===== config.mk =====
export PLATFORM = sky130hd
export DESIGN_NAME = sdram_dma
export DESIGN_NICKNAME = d
export VERILOG_FILES = /design/src/rtl/sdram_dma.sv
export SDC_FILE = /design/constraint.sdc
export NUM_CORES = 1
export LEC_CHECK = 0
export ABC_AREA = 0
export CAP_MARGIN = 20
export CORE_ASPECT_RATIO = 0.75
export CORE_MARGIN = 4
export CORE_UTILIZATION = 24
export DETAILED_ROUTE_END_ITERATION = 16
export PLACE_DENSITY_LB_ADDON = 0.25
export SYNTH_ARGS = -nofsm -noshare
export SYNTH_HDL_FRONTEND = slang
export SYNTH_SLANG_ARGS = --single-unit

===== constraint.sdc =====
create_clock -name clk -period 14.8 [get_ports clk]
set_input_delay 4.44 -clock clk [delete_from_list [all_inputs] [get_ports clk]]
set_output_delay 4.44 -clock clk [all_outputs]
set_load 0.01 [all_outputs]

===== src/rtl/sdram_dma.sv =====
// rtl/sdram_dma.sv - pipelined SDRAM-to-SDRAM copy engine with read-data FIFO and credit-limited reads
// Optional fill mode (fill_mode/fill_pattern ports) is compiled in with `define SDRAM_DMA_FILL_EN.
module sdram_dma #(
    parameter int DATA_W          = 32,
    parameter int ADDR_W          = 32,
    parameter int FIFO_DEPTH      = 8,
    parameter int MAX_OUTSTANDING = 4
) (
    input  logic              clk,
    input  logic              rst,
    input  logic [ADDR_W-1:0] src_addr,
    input  logic [ADDR_W-1:0] dest_addr,
    input  logic [31:0]       num_words,
    input  logic              enable,
`ifdef SDRAM_DMA_FILL_EN
    input  logic              fill_mode,
    input  logic [DATA_W-1:0] fill_pattern,
`endif
    output logic              busy,
    output logic              done,
    input  logic              master_waitrequest,
    output logic [ADDR_W-1:0] master_address,
    output logic              master_read,
    input  logic [DATA_W-1:0] master_readdata,
    input  logic              master_readdatavalid,
    output logic              master_write,
    output logic [DATA_W-1:0] master_writedata
);

    localparam int BYTES = DATA_W / 8;
    localparam int PTR_W = $clog2(FIFO_DEPTH);

    typedef enum logic [1:0] {S_IDLE, S_RUN, S_DONE} state_t;

    state_t            state_q, state_d;
    logic              busy_q, busy_d;
    logic              done_q, done_d;
    logic              read_q, read_d;
    logic              write_q, write_d;
    logic [ADDR_W-1:0] addr_q, addr_d;
    logic [DATA_W-1:0] wdata_q, wdata_d;
    logic [ADDR_W-1:0] src_q, src_d;
    logic [ADDR_W-1:0] dest_q, dest_d;
    logic [31:0]       num_q, num_d;
    logic              fill_q, fill_d;
    logic [DATA_W-1:0] pattern_q, pattern_d;
    logic [31:0]       rd_cnt_q, rd_cnt_d;
    logic [31:0]       wr_cnt_q, wr_cnt_d;
    logic [31:0]       outst_q, outst_d;
    logic [31:0]       fcount_q, fcount_d;
    logic [PTR_W-1:0]  rptr_q, rptr_d;
    logic [PTR_W-1:0]  wptr_q, wptr_d;

    logic [DATA_W-1:0] fifo_mem [FIFO_DEPTH];

    logic              rd_acc, wr_acc, push, pop, issue, can_read;
    logic [31:0]       rd_cnt_n, wr_cnt_n, outst_n, fcount_n, fifo_avail;
    logic [PTR_W-1:0]  head_idx;
    logic [ADDR_W-1:0] rd_off, wr_off;
    logic              fill_start;
    logic [DATA_W-1:0] pattern_start;

`ifdef SDRAM_DMA_FILL_EN
    assign fill_start    = fill_mode;
    assign pattern_start = fill_pattern;
`else
    assign fill_start    = 1'b0;
    assign pattern_start = '0;
`endif

    assign busy             = busy_q;
    assign done             = done_q;
    assign master_read      = read_q;
    assign master_write     = write_q;
    assign master_address   = addr_q;
    assign master_writedata = wdata_q;

    always_comb begin
        rd_acc     = read_q && !master_waitrequest;
        wr_acc     = write_q && !master_waitrequest;
        push       = (state_q == S_RUN) && master_readdatavalid;
        pop        = wr_acc && !fill_q;
        rd_cnt_n   = rd_cnt_q + 32'(rd_acc);
        wr_cnt_n   = wr_cnt_q + 32'(wr_acc);
        outst_n    = outst_q + 32'(rd_acc) - 32'(push);
        fcount_n   = fcount_q + 32'(push) - 32'(pop);
        // Entries left after this cycle's pop; a same-cycle push is forwarded from readdata.
        fifo_avail = fcount_q - 32'(pop);
        head_idx   = rptr_q + PTR_W'(pop);
        rd_off     = ADDR_W'(rd_cnt_n) * ADDR_W'(BYTES);
        wr_off     = ADDR_W'(wr_cnt_n) * ADDR_W'(BYTES);
        can_read   = (rd_cnt_n < num_q) && (outst_n < 32'(MAX_OUTSTANDING))
                     && ((outst_n + fcount_n) < 32'(FIFO_DEPTH));
        issue      = (!read_q && !write_q) || rd_acc || wr_acc;

        state_d   = state_q;
        busy_d    = busy_q;
        done_d    = 1'b0;
        read_d    = read_q;
        write_d   = write_q;
        addr_d    = addr_q;
        wdata_d   = wdata_q;
        src_d     = src_q;
        dest_d    = dest_q;
        num_d     = num_q;
        fill_d    = fill_q;
        pattern_d = pattern_q;
        rd_cnt_d  = rd_cnt_n;
        wr_cnt_d  = wr_cnt_n;
        outst_d   = outst_n;
        fcount_d  = fcount_n;
        rptr_d    = rptr_q + PTR_W'(pop);
        wptr_d    = wptr_q + PTR_W'(push);

        case (state_q)
            S_IDLE: begin
                if (enable) begin
                    src_d     = src_addr;
                    dest_d    = dest_addr;
                    num_d     = num_words;
                    fill_d    = fill_start;
                    pattern_d = pattern_start;
                    rd_cnt_d  = '0;
                    wr_cnt_d  = '0;
                    if (num_words == 32'd0) begin
                        state_d = S_DONE;
                        done_d  = 1'b1;
                    end else begin
                        state_d = S_RUN;
                        busy_d  = 1'b1;
                        if (fill_start) begin
                            write_d = 1'b1;
                            addr_d  = dest_addr;
                            wdata_d = pattern_start;
                        end else begin
                            read_d = 1'b1;
                            addr_d = src_addr;
                        end
                    end
                end
            end
            S_RUN: begin
                if (issue) begin
                    read_d  = 1'b0;
                    write_d = 1'b0;
                    if (wr_cnt_n == num_q && outst_n == 32'd0) begin
                        state_d = S_DONE;
                        busy_d  = 1'b0;
                        done_d  = 1'b1;
                    end else if (fill_q) begin
                        write_d = 1'b1;
                        addr_d  = dest_q + wr_off;
                        wdata_d = pattern_q;
                    end else if (fifo_avail != 32'd0 || push) begin
                        write_d = 1'b1;
                        addr_d  = dest_q + wr_off;
                        wdata_d = (fifo_avail != 32'd0) ? fifo_mem[head_idx] : master_readdata;
                    end else if (can_read) begin
                        read_d = 1'b1;
                        addr_d = src_q + rd_off;
                    end
                end
            end
            S_DONE: begin
                state_d = S_IDLE;
            end
            default: begin
                state_d = S_IDLE;
                busy_d  = 1'b0;
                read_d  = 1'b0;
                write_d = 1'b0;
            end
        endcase
    end

    always_ff @(posedge clk or posedge rst) begin
        if (rst) begin
            state_q   <= S_IDLE;
            busy_q    <= 1'b0;
            done_q    <= 1'b0;
            read_q    <= 1'b0;
            write_q   <= 1'b0;
            addr_q    <= '0;
            wdata_q   <= '0;
            src_q     <= '0;
            dest_q    <= '0;
            num_q     <= '0;
            fill_q    <= 1'b0;
            pattern_q <= '0;
            rd_cnt_q  <= '0;
            wr_cnt_q  <= '0;
            outst_q   <= '0;
            fcount_q  <= '0;
            rptr_q    <= '0;
            wptr_q    <= '0;
        end else begin
            state_q   <= state_d;
            busy_q    <= busy_d;
            done_q    <= done_d;
            read_q    <= read_d;
            write_q   <= write_d;
            addr_q    <= addr_d;
            wdata_q   <= wdata_d;
            src_q     <= src_d;
            dest_q    <= dest_d;
            num_q     <= num_d;
            fill_q    <= fill_d;
            pattern_q <= pattern_d;
            rd_cnt_q  <= rd_cnt_d;
            wr_cnt_q  <= wr_cnt_d;
            outst_q   <= outst_d;
            fcount_q  <= fcount_d;
            rptr_q    <= rptr_d;
            wptr_q    <= wptr_d;
        end
    end

    // Storage needs no reset: the pointers define which entries are valid.
    always_ff @(posedge clk) begin
        if (push) begin
            fifo_mem[wptr_q] <= master_readdata;
        end
    end

endmodule

# [Yosys cells after proc, flatten, opt, wreduce, memory -nomap -nowiden]
# Memories as Yosys holds them, arrays and structs flattened.
# Cells that the tools add are included.
[totals] mem_count=1 regBits=300 in_bits=133 ramBits=256 word_cells=109
[mem_list] memory="fifo_mem" depth=8 width=32 rd=1 rd_ports_with_merged_regs=0 wr=1 line="54" text="logic [DATA_W-1:0] fifo_mem [FIFO_DEPTH];"
[classes] reduce_logical=26 muxes=39 addsub=12 bitwise=3 eq_ne=9 order_cmp=3
[ops] operator="32-bit 2-to-1 mux" n=12
[ops] operator="32-bit by 1-bit adder with 32-bit output" n=4
[ops] operator="32-bit adder" n=3
[ops] operator="32-bit by 1-bit subtractor with 32-bit output" n=3
[ops] operator="32-bit logical NOT" n=2
[ops] operator="32-bit one-hot mux with 2 select lines" n=1
[ops] operator="32-bit == test" n=1
[ops] operator="32-bit by 3-bit less-than comparator with 1-bit output, second input constant" n=1
[ops] operator="32-bit less-than comparator" n=1
[ops] operator="32-bit by 4-bit less-than comparator with 1-bit output, second input constant" n=1
[ops] operator="32-bit nonzero test" n=1
[ops] operator="1-bit 2-to-1 mux" n=17
[ops] operator="2-bit 2-to-1 mux" n=4
[ops] operator="2-bit != test, second input constant" n=4
[ops] operator="4-bit AND reduction" n=2
[ops] operator="1-bit logical AND" n=7
[ops] operator="3-bit by 1-bit adder with 3-bit output" n=2
[ops] operator="1-bit one-hot mux with 3 select lines" n=2
[ops] operator="6-bit AND reduction" n=1
[ops] operator="5-bit AND reduction" n=1
[ops] operator="1-bit one-hot mux with 2 select lines" n=2
[ops] operator="2-bit one-hot mux with 2 select lines" n=1
[ops] operator="2-bit AND reduction" n=2
[ops] operator="1-bit logical NOT" n=3
[ops] operator="other kinds (10)" n=14

# [Longest topological paths before layout]
[depth] ltp_word=12 depth_mapped=34

# [Worst setup path after synthesis]
# OpenSTA, ideal clock, no wires.
[synth_path] path_kind="input port to flip-flop" from="in master_waitrequest" to="reg addr_q[22] (netlist: master_address[22])" path_stages=27 path_slack_ps=4170 path_buffers=1 setup_time_ps=132 t_arrival_ps=10498 cell_sequence="nor2b_1 ha_1 inv_1 ha_1 a21oi_1 or4_4 a2111oi_0 o221ai_1 o221a_2 and2_1 nand2b_1 a21oi_1 xnor2_1 ha_1 nor2b_1 a2111oi_0 o211a_1 o2111ai_1 or4_1 or4_1 nor3_1 nand4_1 a2111oi_4 and2_4 buf_6 o211ai_1 or3b_1"
[synth_lines] item="start, declared" line="21" text="input logic master_waitrequest,"
[synth_lines] item="1-bit logical NOT" line="80" text="wr_acc = write_q && !master_waitrequest;"
[synth_lines] item="1-bit logical AND" line="80"
[synth_lines] item="32-bit by 1-bit subtractor with 32-bit output" line="86" text="fcount_n = fcount_q + 32'(push) - 32'(pop);"
[synth_lines] item="via fcount_d[27]" line="50" text="logic [31:0] fcount_q, fcount_d;"
[synth_lines] item="32-bit adder" line="93" text="&& ((outst_n + fcount_n) < 32'(FIFO_DEPTH));"
[synth_lines] item="32-bit by 4-bit less-than comparator with 1-bit output" line="93"
[synth_lines] item="1-bit logical AND" line="93"
[synth_lines] item="3-bit by 2-bit != test with 1-bit output (no line)"
[synth_lines] item="6-bit AND reduction (no line)"
[synth_lines] item="end signal, assigned" line="202" text="addr_q <= addr_d;"
[synth_lines] item="end, declared" line="40" text="logic [ADDR_W-1:0] addr_q, addr_d;"
# The timed path passes the listed nets, and every way through them passes these cells. The select of a mux whose other input is x is not followed.
# A chain may end at the register's enable or synchronous reset.

# [Worst setup path after layout]
# Same ends and word-level chain as after synthesis.

==> run metrics <==
vias in the first global route 24800; post_cts resized 0; Synth Area in Adders ~8.3%; Main synth FF type dfrtp_1; pin count of the biggest net entering global routing 159; Worst-path clk slew 0.06 ns; grt peak-use layer met1; GRT Util Overall 15.0%; main combinational cell family by area after synthesis compound AO/OA/AOI/OAI gates; Crit Path Category input pin to flop; R2R Setup Slk 5.88 ns; share of the synthesized area in the top cell type 22.7%; critical path startpoint category input pin; Synth Area in Compound Gates 14.4%; Initial Util 24.1%; met3 usage between 3 and 4%; ys async rst share between 50 and 60%; clk_skew 0.0406 ns; Final Cycle Share about 84%; Num Clock Sinks between 500 and 600; FF+latch count, synth 556; initial antenna violation count 20; number of port buffers 200; Max Cap Viol 0; Die Ht 333 um; Net Count, Synth 3526; worst reg-to-reg path cell count 27; first-pass GRT wire length 166000 um; Hold-fix buffers, CTS 0; register area share after synthesis approximately 45%; Worst EP arrival 12.95 ns; Yosys top cell by area edfxtp_1; top post-synthesis cells by count dfrtp_1, edfxtp_1, nand2_1; number of remaining DRC errors 0; met1 Resource Use GR 22.9%; Die W 442 um; Vias 25800; H-Tree Depth 3; CTS root buffer clkbuf_16; most frequent cell after synthesis dfrtp_1; clk_lat worst skew 0.66 ns; footprint of the multi-input gates between 0.015 and 0.02 mm^2; CP startpoint master_waitrequest; Final #Nets 3704; unrepaired setup endpoints after global routing false; worst setup path end master_address[22]$_DFFE_PP0P_; top post-synthesis cells by area edfxtp_1, dfrtp_1, ha_1, mux4_2, xnor2_1; Post-synth EDFFs between 200 and 300; Fillers approximately 15000; GPL Wtd Cong 0.889; Final min period 12.45 ns; RR Startpoint state_q[0]$_DFFE_PP0P_; CP Max Fanout 57; antenna-violating nets left 0; area of the core ~0.14 mm^2; Initial DRT Pass Iterations 5; Ports 201; Overflow after GRT 0; die outline area 0.147 mm^2; Least-Margin Pin Slew 1.10 ns; Setup Fix Bufs, Post-CTS 0; Setup TNS Final 0 ns; CTS Buf Count 67; Layout area overhead 19.6%; Longest Clk Path Bufs 3; Final Setup Violations 0; Critical Path End Type flop; Synth Area in XOR/XNOR under 10%; Vias/cell 4.88; met2 Usage GRT 21.2%; worst hold path type flop to flop; starting DRC count in detailed routing 2351; Ys Warns 0; mux share of post-synthesis cell area under 10%; num rows 119; Hold Violations, Final 0; detailed placer's ending HPWL slightly above 80000 um; CTS tree done; count of cell types in the netlist 99; CP Data Required Time 15.30 ns; Slew Limit Headroom about a quarter; run status finished, final reports clean; Fmax 80.3 MHz; layout cells sized above 1 10.6%; routed length per instance 21.4 um; reg2reg end master_address[22]$_DFFE_PP0P_; Post-Syn Instances between 3000 and 4000; final wirelength 113000 um; Post-Syn Area about 0.034 mm^2; Reg area around 0.015 mm^2; Mean Syn Cell Area 10.7 um^2; Post-Synth Simple-Gate Area 14.0%; max-slew violation total from the final report 0
[logic make-up (layout without fill, tap and decap cells)]
group           after synthesis  in the layout
mux                         208            208
buf+inv                     307            538
fa+ha+maj                   223            223
xor+xnor                    216            216
flops                       556            556
compound gates              738            738
other cells                   0              3
simple gates                923            923
[state kept, by name, indices dropped and copies added, names as in the netlist, 32 cells and up]
signal and count:
rd_cnt_q 32, dest_q 32, fifo_mem 256, src_q 32, master_address 32, wr_cnt_q 32
num_q 32, outst_q 32, fcount_q 32, master_writedata 32
[per-layer routing]
layer | up-vias | wire (um)
li1 | 12200 | -
met4 | 4 | 2080
met1 | 12700 | 56100
met3 | 112 | 7530
met5 | - | 28
met2 | 744 | 47100
[worst max-delay path, cell delays in order]
cell and delay [ns]:
clkdlybuf4s50_1 0.50, nor2b_1 0.43, ha_1 0.23, inv_1 0.07, ha_1 0.27, a21oi_1 0.07, or4_4 0.45, a2111oi_0 0.56
o221ai_1 0.36, o221a_2 0.39, and2_1 0.19, nand2b_1 0.14, a21oi_1 0.17, xnor2_1 0.16, ha_1 0.35, nor2b_1 0.19
a2111oi_0 0.57, o211a_1 0.24, o2111ai_1 0.10, or4_1 0.42, or4_1 0.44, nor3_1 0.23, nand4_1 0.19, a2111oi_4 0.50
and2_4 0.66, o211ai_1 0.18, or3b_1 0.39
[placed cells by master, fill, tap and decap left out, drive strengths merged, types with 19 or more instances in the layout]
cell type and instances:
a41oi 23, nand4 55, a21oi 207, clkbuf 87, o21bai 19, nor4 51
and3 36, xor2 71, dfrtp 300, and2 61, edfxtp 256, xnor2 141
clkinv 23, nand2b 29, buf 31, o21ai 168, mux4 64, or3 22
nor2b 28, inv 186, a211oi 34, nand2 232, mux2i 43, nor3 61
clkdlybuf4s50 200, mux2 101, a31oi 41, a21o 64, nor2 195, o221a 20
ha 218, nand3 74
[layout make-up]
class	count	share of cell area, %
Tap cell	1875	5.80
Clock buffer	87	4.63
Timing Repair Buffer	231	5.58
Inverter	185	1.74
Multi-Input combinational cell	2308	43.3
Antenna cell	3	0.0186
Sequential cell	556	37.6
Clock inverter	35	1.35
[stage by stage]
stage	util [%]	setup WS (ns)	hold WS (ns)	instances	instance area [um^2]
after floorplan	-	2.07	0.462	3171	33800
after detailed placement	27.1	1.96	0.478	5155	38000
after global placement	27.1	2.07	0.469	5154	38000
after CTS	28.8	2.59	0.491	5277	40400
final	28.8	2.35	0.484	5280	40500
after global routing	28.8	1.89	0.504	5280	40500
[worst min-delay path by stage]
stage	startpoint	endpoint	slack, ns	depth (start not counted)
2_1_floorplan	wptr_q[0]$_DFF_PP0_	wptr_q[0]$_DFF_PP0_	0.46	2
4_1_cts	master_writedata[25]$_DFFE_PP0P_	master_writedata[25]$_DFFE_PP0P_	0.49	1
5_1_grt	master_writedata[27]$_DFFE_PP0P_	master_writedata[27]$_DFFE_PP0P_	0.50	1
3_5_place_dp	master_writedata[25]$_DFFE_PP0P_	master_writedata[25]$_DFFE_PP0P_	0.48	1
6_report	master_writedata[20]$_DFFE_PP0P_	master_writedata[20]$_DFFE_PP0P_	0.48	1
3_3_place_gp	master_writedata[18]$_DFFE_PP0P_	master_writedata[18]$_DFFE_PP0P_	0.47	1
Power is not shown: default switching activity piles up to over one toggle a cycle in this logic, so the estimate is an artifact.
